File: src/rtl/uart_rx_os.sv
// Oversampling UART receiver with majority voting, runtime frame format,
// break/overrun detection and a valid/ready output register.
module uart_rx_os #(
    parameter int MAX_DATA_BITS = 9,
    parameter int OVERSAMPLE    = 16,
    parameter int SYNC_STAGES   = 2
) (
    input  logic                     clk,
    input  logic                     reset,
    input  logic                     os_tick,
    input  logic                     RX,
    input  logic [3:0]               data_bits,
    input  logic                     parity_enable,
    input  logic                     parity_type,
    input  logic                     stop_bits,
    output logic [MAX_DATA_BITS-1:0] rx_data,
    output logic                     valid,
    input  logic                     ready,
    output logic                     parity_error,
    output logic                     frame_error,
    output logic                     break_detect,
    output logic                     overrun_error,
    output logic                     busy
);

    localparam int CW = $clog2(OVERSAMPLE);
    localparam int M  = OVERSAMPLE / 2;
    localparam logic [CW-1:0] S0   = CW'(M - 1);
    localparam logic [CW-1:0] S1   = CW'(M);
    localparam logic [CW-1:0] SD   = CW'(M + 1);
    localparam logic [CW-1:0] LAST = CW'(OVERSAMPLE - 1);
    localparam logic [3:0]    MAXB = 4'(MAX_DATA_BITS);

    typedef enum logic [2:0] {
        IDLE, START, DATA, PARITY, STOP, WAIT_HIGH
    } state_t;

    logic [SYNC_STAGES-1:0]   sync_q;
    state_t                   state_q, state_d;
    logic [CW-1:0]            cnt_q, cnt_d;
    logic [3:0]               bit_q, bit_d;
    logic [3:0]               nbits_q, nbits_d;
    logic                     pen_q, pen_d;
    logic                     ptype_q, ptype_d;
    logic                     two_q, two_d;
    logic                     stop_q, stop_d;
    logic [1:0]               smp_q, smp_d;
    logic [MAX_DATA_BITS-1:0] shift_q, shift_d;
    logic                     perr_q, perr_d;
    logic                     ferr_q, ferr_d;
    logic                     brk_q, brk_d;
    logic [MAX_DATA_BITS-1:0] data_q, data_d;
    logic                     valid_q, valid_d;
    logic                     pe_q, pe_d;
    logic                     fe_q, fe_d;
    logic                     bd_q, bd_d;
    logic                     ovr_q, ovr_d;
    logic                     rxs, maj, decide, wrap, done;

    assign rxs    = sync_q[SYNC_STAGES-1];
    assign maj    = (smp_q[0] & smp_q[1]) | (smp_q[0] & rxs) | (smp_q[1] & rxs);
    assign decide = (cnt_q == SD);
    assign wrap   = (cnt_q == LAST);

    always_ff @(posedge clk or posedge reset) begin
        if (reset) begin
            sync_q  <= '1;
            state_q <= IDLE;
            cnt_q   <= '0;
            bit_q   <= '0;
            nbits_q <= '0;
            pen_q   <= 1'b0;
            ptype_q <= 1'b0;
            two_q   <= 1'b0;
            stop_q  <= 1'b0;
            smp_q   <= '0;
            shift_q <= '0;
            perr_q  <= 1'b0;
            ferr_q  <= 1'b0;
            brk_q   <= 1'b0;
            data_q  <= '0;
            valid_q <= 1'b0;
            pe_q    <= 1'b0;
            fe_q    <= 1'b0;
            bd_q    <= 1'b0;
            ovr_q   <= 1'b0;
        end else begin
            sync_q  <= {sync_q[SYNC_STAGES-2:0], RX};
            state_q <= state_d;
            cnt_q   <= cnt_d;
            bit_q   <= bit_d;
            nbits_q <= nbits_d;
            pen_q   <= pen_d;
            ptype_q <= ptype_d;
            two_q   <= two_d;
            stop_q  <= stop_d;
            smp_q   <= smp_d;
            shift_q <= shift_d;
            perr_q  <= perr_d;
            ferr_q  <= ferr_d;
            brk_q   <= brk_d;
            data_q  <= data_d;
            valid_q <= valid_d;
            pe_q    <= pe_d;
            fe_q    <= fe_d;
            bd_q    <= bd_d;
            ovr_q   <= ovr_d;
        end
    end

    always_comb begin
        state_d = state_q;
        cnt_d   = cnt_q;
        bit_d   = bit_q;
        nbits_d = nbits_q;
        pen_d   = pen_q;
        ptype_d = ptype_q;
        two_d   = two_q;
        stop_d  = stop_q;
        smp_d   = smp_q;
        shift_d = shift_q;
        perr_d  = perr_q;
        ferr_d  = ferr_q;
        brk_d   = brk_q;
        data_d  = data_q;
        valid_d = valid_q;
        pe_d    = pe_q;
        fe_d    = fe_q;
        bd_d    = bd_q;
        ovr_d   = ovr_q;
        done    = 1'b0;

        if (os_tick) begin
            cnt_d = wrap ? '0 : cnt_q + 1'b1;
            if (cnt_q == S0) smp_d[0] = rxs;
            if (cnt_q == S1) smp_d[1] = rxs;
            unique case (state_q)
                IDLE: begin
                    cnt_d = '0;
                    if (!rxs) begin
                        state_d = START;
                        cnt_d   = CW'(1);
                        nbits_d = (data_bits < 4'd5 || data_bits > MAXB) ?
                                  MAXB : data_bits;
                        pen_d   = parity_enable;
                        ptype_d = parity_type;
                        two_d   = stop_bits;
                        stop_d  = 1'b0;
                        bit_d   = '0;
                        shift_d = '0;
                        perr_d  = 1'b0;
                        ferr_d  = 1'b0;
                        brk_d   = 1'b1;
                    end
                end
                START: begin
                    if (decide && maj) begin
                        state_d = IDLE;
                        cnt_d   = '0;
                    end else if (wrap) begin
                        state_d = DATA;
                    end
                end
                DATA: begin
                    if (decide) begin
                        shift_d[bit_q] = maj;
                        if (maj) brk_d = 1'b0;
                    end
                    if (wrap) begin
                        if (bit_q == nbits_q - 4'd1)
                            state_d = pen_q ? PARITY : STOP;
                        else
                            bit_d = bit_q + 4'd1;
                    end
                end
                PARITY: begin
                    // even wants XOR(data, parity) = 0, odd wants 1
                    if (decide) begin
                        perr_d = ((^shift_q) ^ maj) == ptype_q;
                        if (maj) brk_d = 1'b0;
                    end
                    if (wrap) state_d = STOP;
                end
                STOP: begin
                    if (decide) begin
                        if (!maj) ferr_d = 1'b1;
                        else      brk_d  = 1'b0;
                        if (stop_q == two_q) begin
                            done    = 1'b1;
                            cnt_d   = '0;
                            state_d = maj ? IDLE : WAIT_HIGH;
                        end
                    end else if (wrap) begin
                        stop_d = 1'b1;
                    end
                end
                WAIT_HIGH: begin
                    cnt_d = '0;
                    if (rxs) state_d = IDLE;
                end
                default: state_d = IDLE;
            endcase
        end

        if (valid_q && ready) begin
            valid_d = 1'b0;
            ovr_d   = 1'b0;
        end
        if (done) begin
            if (!valid_q || ready) begin
                data_d  = shift_q;
                pe_d    = perr_q;
                fe_d    = ferr_d;
                bd_d    = brk_d;
                valid_d = 1'b1;
                ovr_d   = 1'b0;
            end else begin
                ovr_d = 1'b1;
            end
        end
    end

    assign rx_data       = data_q;
    assign valid         = valid_q;
    assign parity_error  = pe_q;
    assign frame_error   = fe_q;
    assign break_detect  = bd_q;
    assign overrun_error = ovr_q;
    assign busy          = (state_q != IDLE);

endmodule

File: config.mk
export PLATFORM = sky130hd
export DESIGN_NAME = uart_rx_os
export DESIGN_NICKNAME = d
export VERILOG_FILES = /design/src/rtl/uart_rx_os.sv
export SDC_FILE = /design/constraint.sdc
export NUM_CORES = 1
export LEC_CHECK = 0
export ABC_AREA = 1
export CAP_MARGIN = 20
export CORE_ASPECT_RATIO = 0.75
export CORE_MARGIN = 5
export CORE_UTILIZATION = 55
export DETAILED_ROUTE_END_ITERATION = 6
export GPL_TIMING_DRIVEN = 0
export PLACE_DENSITY = 0.77
export SYNTH_ARGS = -nofsm -noshare
export SYNTH_HDL_FRONTEND = slang
export SYNTH_SLANG_ARGS = --single-unit
File: constraint.sdc
create_clock -name clk -period 3.4 [get_ports clk]
set_input_delay 0.34 -clock clk [delete_from_list [all_inputs] [get_ports clk]]
set_output_delay 0.34 -clock clk [all_outputs]
set_load 0.01 [all_outputs]
# After elaboration in Yosys (flattened, before gate mapping)
# Cells that the tools add are included.
[word_totals] out_inout_bits=15 inputBits=12 regBits=49
[op_classes] muxes=55 bitwise=7 n_reduce_logical=23 add_sub_neg=3 n_eq_ne=25 magnitude_cmp=4
[ops] operator="3-bit 2-to-1 mux" n=11
[ops] operator="4-bit 2-to-1 mux" n=8
[ops] operator="1-bit 2-to-1 mux" n=24
[ops] operator="2-bit inequality test, second input constant" n=12
[ops] operator="9-bit 2-to-1 mux" n=2
[ops] operator="3-bit one-hot mux with 6 select lines" n=1
[ops] operator="9-bit one-hot mux with 2 select lines" n=1
[ops] operator="4-bit one-hot mux with 4 select lines" n=1
[ops] operator="4-bit == test, second input constant" n=3
[ops] operator="5-bit AND reduction" n=2
[ops] operator="9-bit bitwise mux" n=1
[ops] operator="9-bit AND reduction" n=1
[ops] operator="9-bit parity" n=1
[ops] operator="4-bit by 1-bit adder with 4-bit output, second input constant" n=2
[ops] operator="1-bit one-hot mux with 2 select lines" n=4
[ops] operator="4-bit one-hot mux with 2 select lines" n=1
[ops] operator="4-bit AND reduction" n=2
[ops] operator="2-bit nonzero test" n=4
[ops] operator="3-bit by 2-bit == test with 1-bit output, second input constant" n=2
[ops] operator="3-bit == test, second input constant" n=2
[ops] operator="2-bit AND reduction" n=3
[ops] operator="4-bit by 5-bit less-than comparator with 1-bit output, second input constant" n=1
[ops] operator="1-bit demux with 4-bit select" n=1
[ops] operator="4-bit by 3-bit == test with 1-bit output, second input constant" n=1
[ops] operator="19 further kinds" n=26

# Depth between registers and ports, before layout
[logic_depth] depth_word=7 ltp_mapped=12 ltp_nobuf=12

# Least setup slack after synthesis
# OpenSTA, ideal clock, no wires.
[synth_path] kind="reg-to-reg" startpoint="register cnt_q[1]" endpoint="register bd_q, in the netlist break_detect" path_buffers=1 path_stages_with_launch=11 synth_period_minus_slack_ns=1.548 arrival_time_ns=1.426 required_ns=3.277 path_slack_ns=1.852 cell_sequence="dfrtp_1 > inv_1 > ha_1 > inv_1 > nor2_4 > nand4_2 > nor2_4 > inv_2 > buf_6 > nand2_1 > o21ai_1"
[synth_between] elab_chain_cells=5 word_cells_on_any_way=8
[synth_lines] element="from (decl)" line="40" text="logic [CW-1:0] cnt_q, cnt_d;"
[synth_lines] element="from (signal assigned)" line="90" text="cnt_q <= cnt_d;"
[synth_lines] element="4-bit == test *" line="62" text="assign decide = (cnt_q == SD);"
[synth_lines] element="1-bit 2-to-1 mux" line="185" text="if (decide) begin"
[synth_lines] element="1-bit 2-to-1 mux" line="137" text="unique case (state_q)"
[synth_lines] element="1-bit 2-to-1 mux" line="133" text="if (os_tick) begin"
[synth_lines] element="2-bit AND reduction (no line)"
[synth_lines] element="to (signal assigned)" line="85" text="bd_q <= 1'b0;"
[synth_lines] element="to (signal assigned)" line="106" text="bd_q <= bd_d;"
[synth_lines] element="to (decl)" line="56" text="logic bd_q, bd_d;"
# Mark *: on every way between the ends. The rest lies on a longest branch, timed or not.
# A chain may end at the register's enable or synchronous reset.

# Worst setup path in the final report
[layout_path] startpoint="register state_q[1]" endpoint="output port busy"
[layout_between] elab_chain_cells=1
[layout_lines] element="from (decl)" line="39" text="state_t state_q, state_d;"
[layout_lines] element="from (signal assigned)" line="89" text="state_q <= state_d;"
[layout_lines] element="3-bit nonzero test" line="229" text="assign busy = (state_q != IDLE);"
[layout_lines] element="to (decl)" line="23" text="output logic busy"
# Every way passes these cells.

==> metrics <==
initial antenna violation count=0; Placed Area=~3200 um^2; total CTS buffers=5; kind of critical path=register to output port; die width=approximately 93 um; outcome=complete, no violations; RSZ-0062 raised after global routing=false; Mapped Area=around 2800 um^2; total nets after synthesis=roughly 380; GRT overflow=0; area delta synth->final=15.5%; top-count cell post-synth=nand2_1; final period utilization=between 60 and 70%; H-tree lvl count=2; pwr/cell area=around 580 nW/um^2; worst min-delay path class=input port to async pin; drt drc=0; EDFF count, synth=0; R2R Path End=rx_data[3]; Primary FF master, synth=dfrtp_1; Syn Area/Cell=approximately 7.8 um^2; I/O pins=27; Detailed Routing Iterations Pass 1=4; Clock Skew=3.63 ps; r2r worst-path depth=10; r2r setup slk=about 1600 ps; Seq. cell area=1230 um^2; sequential area share after synthesis=between 40 and 50%; setup violators final=0; R2R Path Start=cnt_q[1]; core area=4930 um^2; final-stage net count=~420; Final Cell Area=approximately 3300 um^2; Final Hold Viols=0; largest cells by area after synthesis=dfrtp_1, nand2_1, inv_1; Yosys top cell area share=about two fifths; largest net degree at the start of global routing=slightly above 40; crit-path max FO=5; Setup crit start=state_q[1]; Synth cell types=36; Rows=22; worst ir drop on vdd=between 0.0003 and 0.0004 V; YS warnings=0; Critical Path Source Type=register; CP arrival=approximately 1800 ps; share of layout cells above drive strength 1=10.1%; Critical Path RT=around 3000 ps; via count=2,334; die area=around 6700 um^2; area of the multi-input gates=1350 um^2; gpl congestion=around 0.85; Final ANT Viol Nets=0; f_max=approximately 470 MHz; routed length per instance=approximately 12 um; FF+latch count, synth=about 50; # diodes=0; setup_tns=0 ps; CP endpoint kind=output port; FILL cells=a little over 400; Commonest cells post-synth=nand2_1, dfrtp_1, inv_1; First DRT Iteration DRCs=between 100 and 150; Period minus WS final=about 2100 ps; vias in the first global route=2,193; Tot GR Track Use=between 15 and 20%; Worst-Margin Slew=about 350 ps; Leak=~1.5 nW; ys async rst share=100%; first-pass GRT wire length=9.62 mm; clock latency on the worst-skew pair=290 ps; CTS root buffer=clkbuf_8; MaxCap Viol Count=0; total length of routed wires=around 5.4 mm; post_cts resized=0; Post CTS Setup Buffer Count=0; hold buffer count at cts=0; Hold WS=about 280 ps; cell count after synthesis=363; fin. max-slew vios=0; Die Y-Extent=around 70 um; cell accounting for the most synthesized area=dfrtp_1; PortBufs=26; Clock Path Buffers=2; Num Clock Sinks=roughly 50; Rel. slew slack=77.0%; initial core utilization=57.4%; hpwl dp=about 4.2 mm; Worst-path clk slew=roughly 80 ps; CTS tree=yes; vias per inst=5.10
==> power breakdown <==
part,total (mW),leakage [nW],internal (mW),switching [mW]
clock,0.326,0.0450,0.143,0.183
combinational,0.768,0.837,0.286,0.482
sequential,0.788,0.649,0.683,0.106
==> worst max path at each step <==
stage,end,slack [ps],depth (start not counted)
3_5_place_dp,nbits_q[0],1410,7
2_1_floorplan,break_detect,1850,10
3_3_place_gp,rx_data[4],900,2
5_1_grt,busy,1200,5
4_1_cts,busy,1270,5
6_report,busy,1290,5
==> kinds of logic after synthesis <==
| kind of cell | count (synthesis) | synth area share, % |
|---|---|---|
| and+or+nand+nor | 175 | 28.2 |
| DFF | 49 | 43.5 |
| AOI/OAI and AO/OA | 58 | 12.4 |
| adders and majority gates | 8 | 3.54 |
| buffers and inverters | 61 | 8.72 |
| xor gates and xnor gates | 12 | 3.72 |
==> final cells by class <==
class	count	share of cell area, %
inverter	55	6.32
sequential	49	37.6
tap	60	2.30
multi-input combinational	253	41.4
clock buffer	6	2.22
clock inverter	2	0.307
timing repair buffer	27	8.58
buffer	6	1.23
==> through the flow <==
stage / util [%] / std cells / setup slack [ps] / power, mW
after floorplan: - / 363 / 1850 / 1.38
after global placement: 64.2 / 449 / 901 / 1.53
after global routing: 66.3 / 458 / 1200 / 2.05
after detailed placement: 64.6 / 450 / 1410 / 1.57
final: 66.3 / 458 / 1290 / 1.88
after CTS: 66.3 / 458 / 1270 / 1.90
==> cells in the final DEF, fill, tap and decap left out, drive strengths merged, types with 7 or more instances in the layout <==
master,synthesis,routed
nand2,119,119
dfrtp,47,47
nor2,28,28
inv,55,55
clkbuf,2,8
clkdlybuf4s50,0,26
ha,8,8
a21oi,7,7
nand3,19,19
xnor2,7,7
o31ai,8,8
o21ai,32,32
==> worst max-delay path, cell delays in order (launching register included) <==
cell and delay [ps]:
dfrtp_1 450, nor2_2 200, inv_2 90, nor2_4 150, inv_2 100, clkdlybuf4s50_1 490
==> sequential cells by signal, indices dropped and copies added (netlist names) <==
signal         count
bit_q              4
break_detect       1
brk_q              1
cnt_q              4
ferr_q             1
frame_error        1
nbits_q            4
overrun_error      1
parity_error       1
pen_q              1
perr_q             1
ptype_q            1
rx_data            9
shift_q            9
smp_q              2
state_q            3
stop_q             1
sync_q             2
two_q              1
valid              1
==> layer usage <==
metal / GRT usage (%) / vias up / wire length, um
met5: 0 / - / 0
met4: 3.90 / 0 / 44
met3: 3.11 / 5 / 196
met2: 28.9 / 35 / 2340
met1: 24.8 / 1067 / 2810
li1: - / 1227 / -
Note: power is estimated with default switching activity, not from simulation.
